`config.mk`:
```
export PLATFORM = sky130hd
export DESIGN_NAME = ff_stage
export DESIGN_NICKNAME = d
export VERILOG_FILES = /design/src/rtl/ff_stage_pkg.sv /design/src/rtl/ff_stage_fifo.sv /design/src/rtl/ff_stage.sv
export SDC_FILE = /design/constraint.sdc
export NUM_CORES = 1
export LEC_CHECK = 0
export ABC_AREA = 1
export BUFFER_PORTS_ARGS = -buffer_cell sky130_fd_sc_hd__clkbuf_2
export CORE_MARGIN = 2
export CORE_UTILIZATION = 52
export CTS_BUF_LIST = sky130_fd_sc_hd__clkbuf_8
export DETAILED_ROUTE_END_ITERATION = 6
export GPL_TIMING_DRIVEN = 0
export PLACE_DENSITY_LB_ADDON = 0.12
export SETUP_SLACK_MARGIN = 0.2
export SYNTH_ARGS = -nofsm -noshare
export SYNTH_HDL_FRONTEND = slang
export SYNTH_SLANG_ARGS = --single-unit
export TNS_END_PERCENT = 50
```
`constraint.sdc`:
```
create_clock -name clk -period 3.8 [get_ports clk]
set_clock_uncertainty 0.1 [all_clocks]
set_input_delay 0.76 -clock clk [delete_from_list [all_inputs] [get_ports clk]]
set_output_delay 0.76 -clock clk [all_outputs]
set_load 0.02 [all_outputs]
```
`src/rtl/ff_stage_pkg.sv`:
```
// Shared constants and types for the credit-flow-controlled pipeline stage.
package ff_stage_pkg;

    localparam int unsigned PATH_WIDTH  = 64;
    localparam int unsigned DEF_DEPTH   = 2;
    localparam int unsigned DEF_CREDITS = 2;

    typedef logic [PATH_WIDTH-1:0] path_t;

endpackage

```
`src/rtl/ff_stage_fifo.sv`:
```
// Circular-buffer FIFO, DEPTH x WIDTH, with a separate occupancy count for full/empty.
module ff_stage_fifo
    import ff_stage_pkg::*;
#(
    parameter int unsigned DEPTH = DEF_DEPTH,
    parameter int unsigned WIDTH = PATH_WIDTH
) (
    input  logic             clk,
    input  logic             rst,
    input  logic             clr,
    input  logic             push,
    input  logic             pop,
    input  logic [WIDTH-1:0] din,
    output logic [WIDTH-1:0] dout,
    output logic             empty,
    output logic             full
);

    localparam int unsigned PTR_W = (DEPTH > 1) ? $clog2(DEPTH) : 1;
    localparam int unsigned CNT_W = $clog2(DEPTH + 1);

    logic [WIDTH-1:0] mem_q [DEPTH];
    logic [PTR_W-1:0] wr_q, wr_d, rd_q, rd_d;
    logic [CNT_W-1:0] cnt_q, cnt_d;
    logic             do_push, do_pop;

    function automatic logic [PTR_W-1:0] ptr_inc(input logic [PTR_W-1:0] p);
        return (p == PTR_W'(DEPTH - 1)) ? '0 : p + PTR_W'(1);
    endfunction

    assign empty   = (cnt_q == '0);
    assign full    = (cnt_q == CNT_W'(DEPTH));
    assign dout    = mem_q[rd_q];
    assign do_pop  = pop && !empty;
    // A push into a full buffer is only accepted when the head leaves in the same cycle.
    assign do_push = push && (!full || do_pop);

    always_comb begin
        wr_d  = wr_q;
        rd_d  = rd_q;
        cnt_d = cnt_q;
        if (clr) begin
            wr_d  = '0;
            rd_d  = '0;
            cnt_d = '0;
        end else begin
            if (do_push) wr_d = ptr_inc(wr_q);
            if (do_pop)  rd_d = ptr_inc(rd_q);
            case ({do_push, do_pop})
                2'b10:   cnt_d = cnt_q + CNT_W'(1);
                2'b01:   cnt_d = cnt_q - CNT_W'(1);
                default: cnt_d = cnt_q;
            endcase
        end
    end

    always_ff @(posedge clk or negedge rst) begin
        if (!rst) begin
            wr_q  <= '0;
            rd_q  <= '0;
            cnt_q <= '0;
        end else begin
            wr_q  <= wr_d;
            rd_q  <= rd_d;
            cnt_q <= cnt_d;
        end
    end

    always_ff @(posedge clk) begin
        if (do_push && !clr) mem_q[wr_q] <= din;
    end

endmodule

```
`src/rtl/ff_stage.sv`:
```
// Credit-flow-controlled pipeline register stage: input FIFO, bypass mux,
// downstream credit counter and registered outputs.
module ff_stage
    import ff_stage_pkg::*;
#(
    parameter int unsigned DEPTH   = DEF_DEPTH,
    parameter int unsigned CREDITS = DEF_CREDITS
) (
    input  logic                  clk,
    input  logic                  rst,
    input  logic                  valid_in,
    input  logic                  credit_in,
    input  logic [PATH_WIDTH-1:0] data_in,
    input  logic                  done,
    output logic                  credit_out,
    output logic [PATH_WIDTH-1:0] data_out,
    output logic                  valid_out
);

    localparam int unsigned CNT_W = $clog2(CREDITS + 1);

    logic [CNT_W-1:0] cnt_q, cnt_d;
    path_t            data_q, data_d;
    logic             valid_q, valid_d;
    logic             credit_q, credit_d;

    path_t fifo_dout, src_c;
    logic  fifo_empty, fifo_full;
    logic  send_c, bypass_c, fifo_push_c, fifo_pop_c;

    ff_stage_fifo #(
        .DEPTH (DEPTH),
        .WIDTH (PATH_WIDTH)
    ) u_fifo (
        .clk   (clk),
        .rst   (rst),
        .clr   (!done),
        .push  (fifo_push_c),
        .pop   (fifo_pop_c),
        .din   (data_in),
        .dout  (fifo_dout),
        .empty (fifo_empty),
        .full  (fifo_full)
    );

    // Older FIFO data always wins; data_in only bypasses an empty FIFO.
    always_comb begin
        send_c      = done && (!fifo_empty || valid_in) && (cnt_q != '0);
        bypass_c    = send_c && fifo_empty;
        fifo_push_c = done && valid_in && !bypass_c;
        fifo_pop_c  = send_c && !fifo_empty;
        src_c       = fifo_empty ? data_in : fifo_dout;
    end

    always_comb begin
        cnt_d    = cnt_q;
        data_d   = data_q;
        valid_d  = 1'b0;
        credit_d = 1'b0;
        if (!done) begin
            cnt_d  = CNT_W'(CREDITS);
            data_d = '0;
        end else begin
            if (send_c) begin
                data_d   = src_c;
                valid_d  = 1'b1;
                credit_d = 1'b1;
            end
            // Excess returned credits saturate at CREDITS.
            if (send_c && !credit_in)
                cnt_d = cnt_q - CNT_W'(1);
            else if (!send_c && credit_in && (cnt_q != CNT_W'(CREDITS)))
                cnt_d = cnt_q + CNT_W'(1);
        end
    end

    always_ff @(posedge clk or negedge rst) begin
        if (!rst) begin
            cnt_q    <= CNT_W'(CREDITS);
            data_q   <= '0;
            valid_q  <= 1'b0;
            credit_q <= 1'b0;
        end else begin
            cnt_q    <= cnt_d;
            data_q   <= data_d;
            valid_q  <= valid_d;
            credit_q <= credit_d;
        end
    end

    assign data_out   = data_q;
    assign valid_out  = valid_q;
    assign credit_out = credit_q;

`ifndef SYNTHESIS
    always @(posedge clk) begin
        if (rst && fifo_push_c && fifo_full && !fifo_pop_c)
            $error("ff_stage: push into full FIFO dropped (upstream credit violation)");
    end
`endif

endmodule

```
==> results.md, run 1 <==
* Clock network fraction of design power at 0.205
* H-tree depth at 4
* Top cells by area in the synthesized netlist: sky130_fd_sc_hd__edfxtp_1 (49%), sky130_fd_sc_hd__dfrtp_1 (22%), sky130_fd_sc_hd__nand2_1 (9.8%), sky130_fd_sc_hd__a31oi_1 (5.1%), sky130_fd_sc_hd__nand3_1 (4.6%)
* DRT antenna net count at 0
* Global route hottest layer: met2
* DR vias at 5880
* Starting density of the core at 0.526
* Final max-slew violation count at 0
* Sw frac at 0.381
* Number of buffers created by CTS at 17
* Startpoint of the most critical setup path: cnt_q[0]$_DFFE_PN0P_
* CP max FO at 30
* DRC violation count after routing at 0
* Number of DRC violations after detailed-routing iteration 0 at 469
* RSZ-0062 raised after global routing: no
* Cell taking the most area after synthesis: sky130_fd_sc_hd__edfxtp_1
* FILL cells at 1245
* Post-synthesis cell area at 7900 um2
* Static leakage at 4.07 nW
* NetSw at 2.60 mW
* Count of cell types in the netlist at 22
* Number of register bits inferred by synthesis at 199
* Number of nets in the final layout at between 900 and 1000
* I/O pin total at 135
* Count of buffers from port buffering at about 130
* Nets in the synthesized netlist at 759
* Path type of the worst setup path: reg2reg
* Post-cts sizing count at 0
* Timing-limited maximum frequency at 0.419 GHz
* Internal power consumption at 4.23 mW
* Post CTS Setup Buffer Count at 0
* Period utilisation layout at 0.628
* Post-Syn Instances at 690
* Sum of negative setup slack at 0 ps
* Reg clk slew, reported paths at approximately 90 ps
* Total half-perimeter wirelength after legalization and detailed placement at 12300 um
* Peak supply drop at 0.000337 V
* Via/cell ratio at 5.61
* GR Overflow Total at 0
* Worst Reg-to-Reg Cells at 6
* Wire length reported by the detailed router at roughly 18000 um
* Antenna violations before repair at 0
* Overall die height at 127 um
* Worst reg2reg startpoint: cnt_q[0]$_DFFE_PN0P_
* Hold Violations, Final at 0
* Arrival time of data at the critical path endpoint at 2450 ps
* Site row count at 45
* Crit start category: flip-flop
* Combinational group share of total power at 0.346
* Max-Slew Margin vs Limit at 0.473
* Power per unit of standard cell area at 729 nW/um2
* Length of the first detailed-routing pass in iterations at 5
* Total power of the final layout at 6.82 mW
* Reg power frac at 0.449
* Largest net degree at the start of global routing at 41
* Worst flop-to-flop path endpoint: u_fifo.mem_q[0][10]$_DFFE_PP_
* Met1 Use GR at 0.306
* Portion of synthesized cell area occupied by the leading cell type at 0.486
* Via count of the first global-routing pass at 5893
* Average wire per standard cell at roughly 17 um
* Sort of element at the end of the critical path: flip-flop
* Min cycle time layout at 2390 ps
* Die extent in x at between 100 and 150 um
* Transition time of the tightest slew-check pin at 782 ps
* Met3 layer usage reported by global route at 0.0456
* GR Layer Usage met2 at 0.393
* RePlAce Congestion at 0.813
* Number of clock sinks at about 200
* Max Cap Violations at 0
* Core Region at about 15000 um2
* Sequential fraction of the synthesis area at 0.711
* Number of antenna repair diodes at 0
* Die Area at around 16000 um2
* Maximum buffer depth of the clock tree at 2
* Share of layout cells above drive strength 1 at 0.233
* CTS tree: done
* Final setup vio count at 0
* Outcome: complete, no violations
* Per-instance average area after synthesis at 11.5 um2
* YS warnings at 0
* Slack of the worst reg-to-reg path at 1410 ps
* All-layer global routing usage at 0.234
* Tightest Hold Check Type: in2async
* Number of buffers inserted for hold repair after clock tree synthesis at 0
* CP Data Required Time at 3870 ps
* Buffer type at the clock tree root: sky130_fd_sc_hd__clkbuf_8
* Global-route wire length before repair at a little under 30000 um
* Area added between synthesis and finish at 18.4%
* Worst-Skew Late Latency at 470 ps
==> cell families (layout without fill, tap and decap cells) <==
group	count (synthesis)	after routing	synth area share
and+or+nand+nor	292	292	0.153
DFF	199	199	0.711
AOI/OAI and AO/OA	135	135	0.0956
buffers and inverters	62	233	0.0380
xor gates and xnor gates	2	2	0.00222
==> critical path, cell delays in order (launching register included) <==
cell                      delay, ps
sky130_fd_sc_hd__dfrtp_1        420
sky130_fd_sc_hd__inv_1          120
sky130_fd_sc_hd__nand2_1         80
sky130_fd_sc_hd__a21oi_1        190
sky130_fd_sc_hd__o21ai_0        320
sky130_fd_sc_hd__nor2_4         560
sky130_fd_sc_hd__buf_12         290
==> power by group through the flow <==
stage | clock network (mW) | logic [mW] | registers, mW
final | 1.40 | 2.36 | 3.06
after global routing | 1.50 | 2.61 | 3.12
after floorplan | 0 | 1.11 | 3.49
after detailed placement | 0 | 2.36 | 3.11
after CTS | 1.43 | 2.38 | 3.07
after global placement | 0 | 2.28 | 3.11
==> registers in the layout, indices dropped and copies added, names as in the netlist <==
name and flops:
cnt_q 2, u_fifo.rd_q 1, u_fifo.mem_q 128, u_fifo.wr_q 1, credit_out 1, data_out 64
u_fifo.cnt_q 2
==> layout make-up <==
cell class                 instances  area, um2  area share
buffer                            51        259      0.0277
clock inverter                    13        155      0.0166
sequential                       199       5620       0.601
clock buffer                      19        262      0.0279
tap                              188        235      0.0251
timing repair buffer             139        788      0.0842
inverter                          11       41.3     0.00441
multi-input combinational        429       2000       0.213
==> cell usage after synthesis <==
library cell / number
sky130_fd_sc_hd__nand2_2: 1
sky130_fd_sc_hd__clkbuf_1: 19
sky130_fd_sc_hd__inv_2: 2
sky130_fd_sc_hd__edfxtp_1: 128
sky130_fd_sc_hd__nand3_1: 72
sky130_fd_sc_hd__xnor2_1: 2
sky130_fd_sc_hd__nand4_1: 4
sky130_fd_sc_hd__buf_6: 5
sky130_fd_sc_hd__a31oi_1: 64
sky130_fd_sc_hd__a21oi_1: 3
sky130_fd_sc_hd__nor2_2: 1
sky130_fd_sc_hd__buf_2: 18
sky130_fd_sc_hd__nand2_1: 207
sky130_fd_sc_hd__nor2_1: 6
sky130_fd_sc_hd__o21ai_0: 27
sky130_fd_sc_hd__dfrtp_1: 70
sky130_fd_sc_hd__buf_4: 2
sky130_fd_sc_hd__inv_1: 9
sky130_fd_sc_hd__buf_1: 7
sky130_fd_sc_hd__nor2_4: 1
sky130_fd_sc_hd__o21ai_1: 41
sky130_fd_sc_hd__dfstp_2: 1
==> how the worst max path moves through the flow <==
stage                                          endpoint  cells past startpoint
after CTS                  u_fifo.mem_q[0][7]$_DFFE_PP_                      6
after floorplan            u_fifo.mem_q[0][0]$_DFFE_PP_                      4
after global routing      u_fifo.mem_q[0][10]$_DFFE_PP_                      6
after detailed placement   u_fifo.mem_q[0][5]$_DFFE_PP_                      6
final                     u_fifo.mem_q[0][10]$_DFFE_PP_                      6
after global placement    u_fifo.mem_q[1][22]$_DFFE_PP_                      5
==> placed cells by master, fill, tap and decap left out, drive strengths merged <==
cell type | Yosys | final
inv | 11 | 14
bufinv | 0 | 3
nand2 | 208 | 208
nand4 | 4 | 4
edfxtp | 128 | 128
a21oi | 3 | 3
a31oi | 64 | 64
buf | 32 | 37
nand3 | 72 | 72
dfstp | 1 | 1
clkinv | 0 | 4
clkbuf | 19 | 172
nor2 | 8 | 8
dfrtp | 70 | 70
xnor2 | 2 | 2
clkinvlp | 0 | 3
o21ai | 68 | 68
==> per-stage QoR <==
step	util	hold WS [ps]	cells	worst slack (ps)	cell area, um2
3_3_place_gp	0.586	392	1012	-2470	8810
4_1_cts	0.623	153	1049	1390	9360
2_1_floorplan	-	364	690	-576	7900
3_5_place_dp	0.595	393	1017	1050	8940
6_report	0.623	159	1049	1410	9360
5_1_grt	0.623	176	1049	1290	9360
==> layer usage <==
layer	wire length (um)	part of all wire	vias up
met5	0	0	-
li1	-	-	2762
met1	7830	0.43	2877
met4	303	0.017	0
met3	1010	0.055	25
met2	9170	0.50	216
(Power assumes the default switching activity.)
==> inputs of run 2 (changes only) <==
ABC_AREA = 0   (was 1)
CORE_UTILIZATION = 55   (was 52)
clock period = 2.3 ns   (was 3.8 ns; I/O delays follow)
==> run 2 against run 1 <==
Compared with the run above: critical path depth unchanged; sequential share of layout area down 3.1 points; die area down 0.85%; non-clock buffer count up 3; global-route usage down 0.29 points; clock power up 63%; synthesized area up 4.8%; maximum frequency up 13%.
==> results.md, run 2 <==
* Outcome: complete, no violations
* Share of layout cells above drive strength 1 at 0.383 (+0.150)
* Number of synthesized flops with an enable pin at 128 (unchanged)
* Timing-limited maximum frequency at 0.474 GHz (+13%)
* Sequential fraction of the synthesis area at 0.678 (-0.0329)
* Number of register bits inferred by synthesis at 199 (unchanged)
* Global-route wire length before repair at 28500 um (-3.4%)
* Worst-Skew Late Latency at 460 ps (about the same)
* Area added between synthesis and finish at 19.1%
* Transition time of the tightest slew-check pin at 642 ps (-141 ps)
* CP max FO at 23 (-23%)
* DRC violation count after routing at 0 (unchanged)
* Portion of synthesized cell area occupied by the leading cell type at 0.464 (-0.0225)
* Via count of the first global-routing pass at 5316 (-9.8%)
* Xor-xnor portion of the synthesized cell area at 0.00106 (-0.00116)
* Cell taking the most area after synthesis: sky130_fd_sc_hd__edfxtp_1
* Largest net degree at the start of global routing at 45 (+9.8%)
* Async SR Flop Fraction at 0.357 (unchanged)
* Per-instance average area after synthesis at 15.4 um2 (+35%)
* Post-synthesis cell area at 8290 um2 (+4.8%)
* Peak supply drop at 0.000426 V (+27%)
* Number of buffers created by CTS at 17 (unchanged)
* Crit start category: flip-flop
* Buffer type at the clock tree root: sky130_fd_sc_hd__clkbuf_8
* I/O pin total at 135 (unchanged)
* Die extent in x at 127 um (-0.42%)
* Fraction of the mapped netlist area in compound gates at 0.106 (+0.0104)
* Site row count at 44 (-2.2%)
* Reg clk slew, reported paths at 100 ps (about the same)
* Count of buffers from port buffering at 133 (-0.75%)
* Nets in the synthesized netlist at 606 (-20%)
* YS warnings at 0 (unchanged)
* Max Cap Violations at 0 (unchanged)
* Tightest Hold Check Type: in2reg
* Cell types with the highest counts after synthesis: sky130_fd_sc_hd__edfxtp_1 (128), sky130_fd_sc_hd__dfrtp_1 (70), sky130_fd_sc_hd__mux2i_1 (68), sky130_fd_sc_hd__o21ai_1 (65)
* Total half-perimeter wirelength after legalization and detailed placement at 11600 um (-5.4%)
* Number of nets in the final layout at 774 (-16%)
* GR Overflow Total at 0 (unchanged)
* Combinational family with the most area after synthesis: multiplexers
* Arrival time of data at the critical path endpoint at 2220 ps (-230 ps)
* All-layer global routing usage at 0.231 (-0.00290)
* RePlAce Congestion at 0.734 (-9.8%)
* Min Hold Slack at 92.9 ps (-65.8 ps)
* Number of flip-flops under the largest register name at 128 (unchanged)
* Final setup vio count at 0 (unchanged)
* Static leakage at 3.79 nW (-6.8%)
* Most common cell after layout, fill and taps aside: sky130_fd_sc_hd__clkbuf_2
* Maximum buffer depth of the clock tree at 2 (unchanged)
* Starting density of the core at 0.566 (+0.0401)
* Overall die height at 127 um (-0.42%)
* CP Data Required Time at 2420 ps (-1450 ps)
* Leading cell type by number of instances after synthesis: sky130_fd_sc_hd__edfxtp_1
* Adder and majority cell fraction of the synthesized area at 0 (unchanged)
* Length of the first detailed-routing pass in iterations at 5 (unchanged)
* Reg with most FFs: u_fifo.mem_q
* Top cells by area in the synthesized netlist: sky130_fd_sc_hd__edfxtp_1 (46%), sky130_fd_sc_hd__dfrtp_1 (21%), sky130_fd_sc_hd__mux2_2 (8.7%), sky130_fd_sc_hd__mux2i_1 (8.2%), sky130_fd_sc_hd__o211ai_1 (5.8%)
* RSZ-0062 raised after global routing: yes
* Post-Syn Instances at 537 (-22%)
* Count of cell types in the netlist at 32 (+45%)
* Number of antenna repair diodes at 0 (unchanged)
* DR vias at 5249 (-11%)
* Fraction of the mapped netlist area in simple logic gates at 0.0130 (-0.140)
* Commonest cells after routing, fill and taps aside: sky130_fd_sc_hd__clkbuf_2 (132), sky130_fd_sc_hd__edfxtp_1 (128), sky130_fd_sc_hd__mux2i_1 (68), sky130_fd_sc_hd__dfrtp_1 (68), sky130_fd_sc_hd__o21ai_1 (65)
* Path type of the worst setup path: reg2reg
* Sum of negative setup slack at 0 ps (unchanged)
* Core utilization of the finished layout at 0.674 (+0.0516)
* Most common flop cell mapped by yosys: sky130_fd_sc_hd__edfxtp_1
* Period utilisation layout at 0.917 (+0.288)
* Average wire per standard cell at 20.1 um (+15%)
* Via/cell ratio at 5.82 (+3.8%)
* Wire length reported by the detailed router at 18200 um (-0.80%)
* Power per unit of standard cell area at 790 nW/um2 (+8.3%)
* Max-Slew Margin vs Limit at 0.572 (+0.0993)
* Final max-slew violation count at 0 (unchanged)
* Proportion of synthesized area in mux cells at 0.169 (+0.169)
* Antenna violations before repair at 0 (unchanged)
* Number of DRC violations after detailed-routing iteration 0 at 407 (-13%)
* H-tree depth at 4 (unchanged)
* DRT antenna net count at 0 (unchanged)
* Hold Violations, Final at 0 (unchanged)
* Min cycle time layout at 2110 ps (-279 ps)
* Core Region at 14600 um2 (-2.6%)
* Sort of element at the end of the critical path: flip-flop
* Number of clock sinks at 199 (unchanged)
* CTS tree: done
* Die Area at 16100 um2 (-0.85%)
[run 2: cell types whose count changed in the layout (fill, tap and decap cells not counted), sizes merged, moves of 4 or more]
| cell | delta |
|---|---|
| a31oi | -64 |
| inv | -8 |
| mux2 | +64 |
| mux2i | +68 |
| nand2 | -206 |
| nand3 | -70 |
| nand4 | -4 |
| nor2 | -5 |
| o211ai | +64 |
[run 2: kinds of logic (layout without fill, tap and decap cells)]
| group | count (synthesis) | in the layout |
|---|---|---|
| buffers and inverters | 49 | 228 |
| XOR/XNOR | 1 | 1 |
| flip-flops | 199 | 199 |
| AND/OR/NAND/NOR | 17 | 19 |
| AO/OA/AOI/OAI | 139 | 139 |
| multiplexers | 132 | 132 |
[run 2: worst max-delay path: stages, from the launching register on]
cell	delay, ps
sky130_fd_sc_hd__dfrtp_1	370
sky130_fd_sc_hd__buf_4	170
sky130_fd_sc_hd__or4b_1	510
sky130_fd_sc_hd__o2111a_2	220
sky130_fd_sc_hd__nor2b_4	170
sky130_fd_sc_hd__buf_12	150
sky130_fd_sc_hd__buf_16	160
[run 2: layout make-up]
cell class	instances	area (um2)
sequential	199	5620
fill	1091	4770
multi-input combinational	291	2430
timing repair buffer	147	903
buffer	46	262
clock buffer	18	248
tap	184	230
clock inverter	14	159
inverter	3	11.3
[run 2: layer usage]
layer,vias up,global-route usage,share of wire
met4,0,0.0692,0.013
li1,2422,-,-
met3,21,0.0498,0.044
met5,-,0,0
met2,125,0.390,0.50
met1,2681,0.304,0.45
[run 2: final timing paths]
kind	from	end	slack, ps	cells after the start
max	cnt_q[0]$_DFFE_PN0P_	u_fifo.mem_q[0][16]$_DFFE_PP_	190	6
min	data_in[31]	u_fifo.mem_q[0][31]$_DFFE_PP_	90	1
max reg2reg	cnt_q[0]$_DFFE_PN0P_	u_fifo.mem_q[0][16]$_DFFE_PP_	190	6
min reg2reg	data_out[33]$_DFFE_PN0P_	data_out[33]$_DFFE_PN0P_	440	2
max in group asynchronous	rst	cnt_q[1]$_DFFE_PN1P_	1090	3
min in group asynchronous	rst	data_out[60]$_DFFE_PN0P_	390	2
[run 2: through the flow]
stage                     area [um2]  setup slack [ps]  instances  total power, mW
after global routing            9870               134        902             8.11
final                           9870               192        902             7.80
after CTS                       9830               175        900             7.85
after detailed placement        9290              -450        858             5.56
after global placement          9200             -1040        854             5.50
after floorplan                 8300              -234        537             5.06
[run 2: power breakdown]
part	switching, mW	internal (mW)
sequential	0.115	4.04
combinational	0.821	0.547
clock	1.19	1.09
total	2.12	5.68
[run 2: repair_timing]
item | 4_1_cts | 5_1_grt
buffers inserted | 6 | 1
gates cloned | 3 | 1
hold buffers | 1 | 0
gates resized for setup | 5 | 2
pin swaps | 0 | 0
endpoints found under the hold margin | 27 | 0
endpoints found under the setup margin | 105 | 107
==> inputs of run 3 (changes only) <==
CELL_PAD_IN_SITES_DETAIL_PLACEMENT = 0   (was default)
CELL_PAD_IN_SITES_GLOBAL_PLACEMENT = 1   (was default)
CORE_UTILIZATION = 48   (was 55)
==> run 3 against run 2 <==
Compared with the run above: critical path depth is the same; clock power shrank 11%; largest cell class unchanged; highest routed layer unchanged; flip-flop and latch count is the same; hold slack lost 8.3 ps; largest power group unchanged; combinational power is essentially flat.
==> results.md, run 3 (synthesized netlist as in run 2, its figures left out) <==
* Peak supply drop at 0.000359 V (-16%)
* Share of layout cells above drive strength 1 at 0.377 (-0.00626)
* Reg with most FFs: u_fifo.mem_q
* CP Buf/Inv Count at 3 (unchanged)
* Largest net degree at the start of global routing at 56 (+24%)
* Reg power frac at 0.549 (+0.017)
* Max Cap Violations at 0 (unchanged)
* GR Overflow Total at 0 (unchanged)
* Min cycle time layout at 2060 ps (-47.8 ps)
* NetSw at 2.14 mW (+0.78%)
* Wire length reported by the detailed router at 18800 um (+3.2%)
* Area added between synthesis and finish at 18.2%
* Average wire per standard cell at 20.0 um (-0.85%)
* Hold Violations, Final at 0 (unchanged)
* Antenna violations before repair at 0 (unchanged)
* Core Region at 17100 um2 (+16%)
* DR vias at 5217 (-0.61%)
* Crit start category: flip-flop
* Number of flip-flops under the largest register name at 128 (unchanged)
* Reg clk slew, reported paths at 100 ps (about the same)
* Overall die height at 135 um (+6.8%)
* Final setup vio count at 0 (unchanged)
* Site row count at 48 (+9.1%)
* Count of buffers from port buffering at 133 (unchanged)
* Buffer type at the clock tree root: sky130_fd_sc_hd__clkbuf_8
* CP Data Required Time at 2420 ps (about the same)
* DRT antenna net count at 0 (unchanged)
* Number of nets in the final layout at 770 (-0.52%)
* Sort of element at the end of the critical path: flip-flop
* Die Area at 18300 um2 (+14%)
* Cells along the critical path: buf_6, or4b_1, o2111a_2, nor2b_4, buf_12, buf_12
* Via/cell ratio at 5.56 (-4.5%)
* Worst-Skew Late Latency at 470 ps (about the same)
* Die extent in x at 135 um (+6.8%)
* Most common cell after layout, fill and taps aside: sky130_fd_sc_hd__clkbuf_2
* DRC violation count after routing at 0 (unchanged)
* Combinational group share of total power at 0.181 (+0.006)
* Transition time of the tightest slew-check pin at 665 ps (+23.2 ps)
* Maximum buffer depth of the clock tree at 2 (unchanged)
* Length of the first detailed-routing pass in iterations at 4 (-1)
* Core utilization of the finished layout at 0.574 (-0.0997)
* H-tree depth at 4 (unchanged)
* CP max FO at 24 (+4.3%)
* Static leakage at 3.74 nW (-1.4%)
* CTS tree: done
* Commonest cells after routing, fill and taps aside: sky130_fd_sc_hd__clkbuf_2 (132), sky130_fd_sc_hd__edfxtp_1 (128), sky130_fd_sc_hd__mux2i_1 (68), sky130_fd_sc_hd__dfrtp_1 (68), sky130_fd_sc_hd__o21ai_1 (65)
* FILL cells at 1464 (+34%)
* I/O pin total at 135 (unchanged)
* Most numerous cell on the critical path: sky130_fd_sc_hd__buf_12
* Outcome: complete, no violations
* Largest delay share family, worst path: simple AND/OR/NAND/NOR gates
* Sw frac at 0.283 (+0.0111)
* Via count of the first global-routing pass at 5450 (+2.5%)
* Number of DRC violations after detailed-routing iteration 0 at 325 (-20%)
* Number of antenna repair diodes at 0 (unchanged)
* Total power of the final layout at 7.55 mW (-3.2%)
* Global-route wire length before repair at 29500 um (+3.6%)
* Power per unit of standard cell area at 771 nW/um2 (-2.5%)
* Arrival time of data at the critical path endpoint at 2180 ps (-40 ps)
* Timing-limited maximum frequency at 0.485 GHz (+2.3%)
* RSZ-0062 raised after global routing: yes
* Number of clock sinks at 199 (unchanged)
* Maximum cell stage delay along the critical path at 510 ps (about the same)
* Period utilisation layout at 0.896 (-0.0208)
* Slowest cell on the critical path: sky130_fd_sc_hd__or4b_1
* Instance area at placement at 9350 um2 (+0.55%)
* Max-Slew Margin vs Limit at 0.557 (-0.0155)
* RePlAce Congestion at 0.746 (+1.7%)
* Clock network fraction of design power at 0.270 (-0.022)
* Tightest Hold Check Type: in2reg
* All-layer global routing usage at 0.213 (-0.0182)
* Internal power consumption at 5.41 mW (-4.7%)
* Starting density of the core at 0.486 (-0.0800)
* Final non-filler cell area at 9800 um2 (-0.75%)
* Total half-perimeter wirelength after legalization and detailed placement at 11900 um (+2.6%)
* Number of buffers created by CTS at 17 (unchanged)
* Final max-slew violation count at 0 (unchanged)
* Path type of the worst setup path: reg2reg
-- run 3: cell types whose count changed in the layout (fill, tap and decap cells not counted), sizes merged --
cell,before,now
clkinv,5,10
clkinvlp,3,1
buf,36,34
bufbuf,1,0
nor2b,2,1
clkbuf,173,172
bufinv,3,1
-- run 3: path summary, 6_finish.rpt --
check	startpoint	to	slack, ps	cells past startpoint
hold reg to reg	data_out[49]$_DFFE_PN0P_	data_out[49]$_DFFE_PN0P_	440	2
min in group asynchronous	rst	data_out[33]$_DFFE_PN0P_	340	2
hold / removal	data_in[12]	u_fifo.mem_q[0][12]$_DFFE_PP_	80	1
max in group asynchronous	rst	cnt_q[1]$_DFFE_PN1P_	1120	3
setup / recovery	cnt_q[0]$_DFFE_PN0P_	u_fifo.mem_q[0][40]$_DFFE_PP_	240	6
setup reg to reg	cnt_q[0]$_DFFE_PN0P_	u_fifo.mem_q[0][40]$_DFFE_PP_	240	6
-- run 3: power groups by stage --
stage / Combinational, mW / Sequential (mW) / Clock [mW]
after floorplan: 0.690 / 4.37 / 0
after global placement: 1.31 / 4.22 / 0
after detailed placement: 1.36 / 4.22 / 0
after CTS: 1.37 / 4.15 / 2.09
after global routing: 1.48 / 4.17 / 2.24
final: 1.36 / 4.15 / 2.04
-- run 3: through the flow --
step | std cells | setup WS, ps | hold slack [ps] | TNS, ps
finish | 939 | 240 | 84.6 | 0
global route | 939 | 185 | 57.6 | 0
CTS | 936 | 225 | 62.6 | 0
detailed placement | 899 | -157 | 297 | -9320
global placement | 895 | -1110 | 410 | -132830
floorplan | 537 | -234 | 64.4 | -19540
-- run 3: what timing repair did --
| action | CTS | global route |
|---|---|---|
| resized for setup | 4 | 1 |
| hold buffers | 1 | 0 |
| gates cloned | 1 | 1 |
| buffers inserted | 3 | 2 |
| endpoints found under the hold margin | 16 | 0 |
| endpoints found under the setup margin | 108 | 49 |
-- run 3: cell type report --
type	count	area [um2]	area share
multi-input cells	290	2420	0.247
inverters	3	11.3	0.00115
clock buffers	17	234	0.0239
repair buffers	144	848	0.0866
clock inverters	15	114	0.0116
well taps	225	282	0.0287
plain buffers	46	265	0.0271
flip-flops and latches	199	5620	0.574
-- run 3: per-layer routing --
metal	routed length (um)	vias up	global-route usage	part of all wire
met4	205	0	0.0538	0.011
li1	-	2414	-	-
met1	8290	2660	0.282	0.44
met5	0	-	0	0
met3	1030	21	0.0557	0.055
met2	9220	122	0.352	0.49
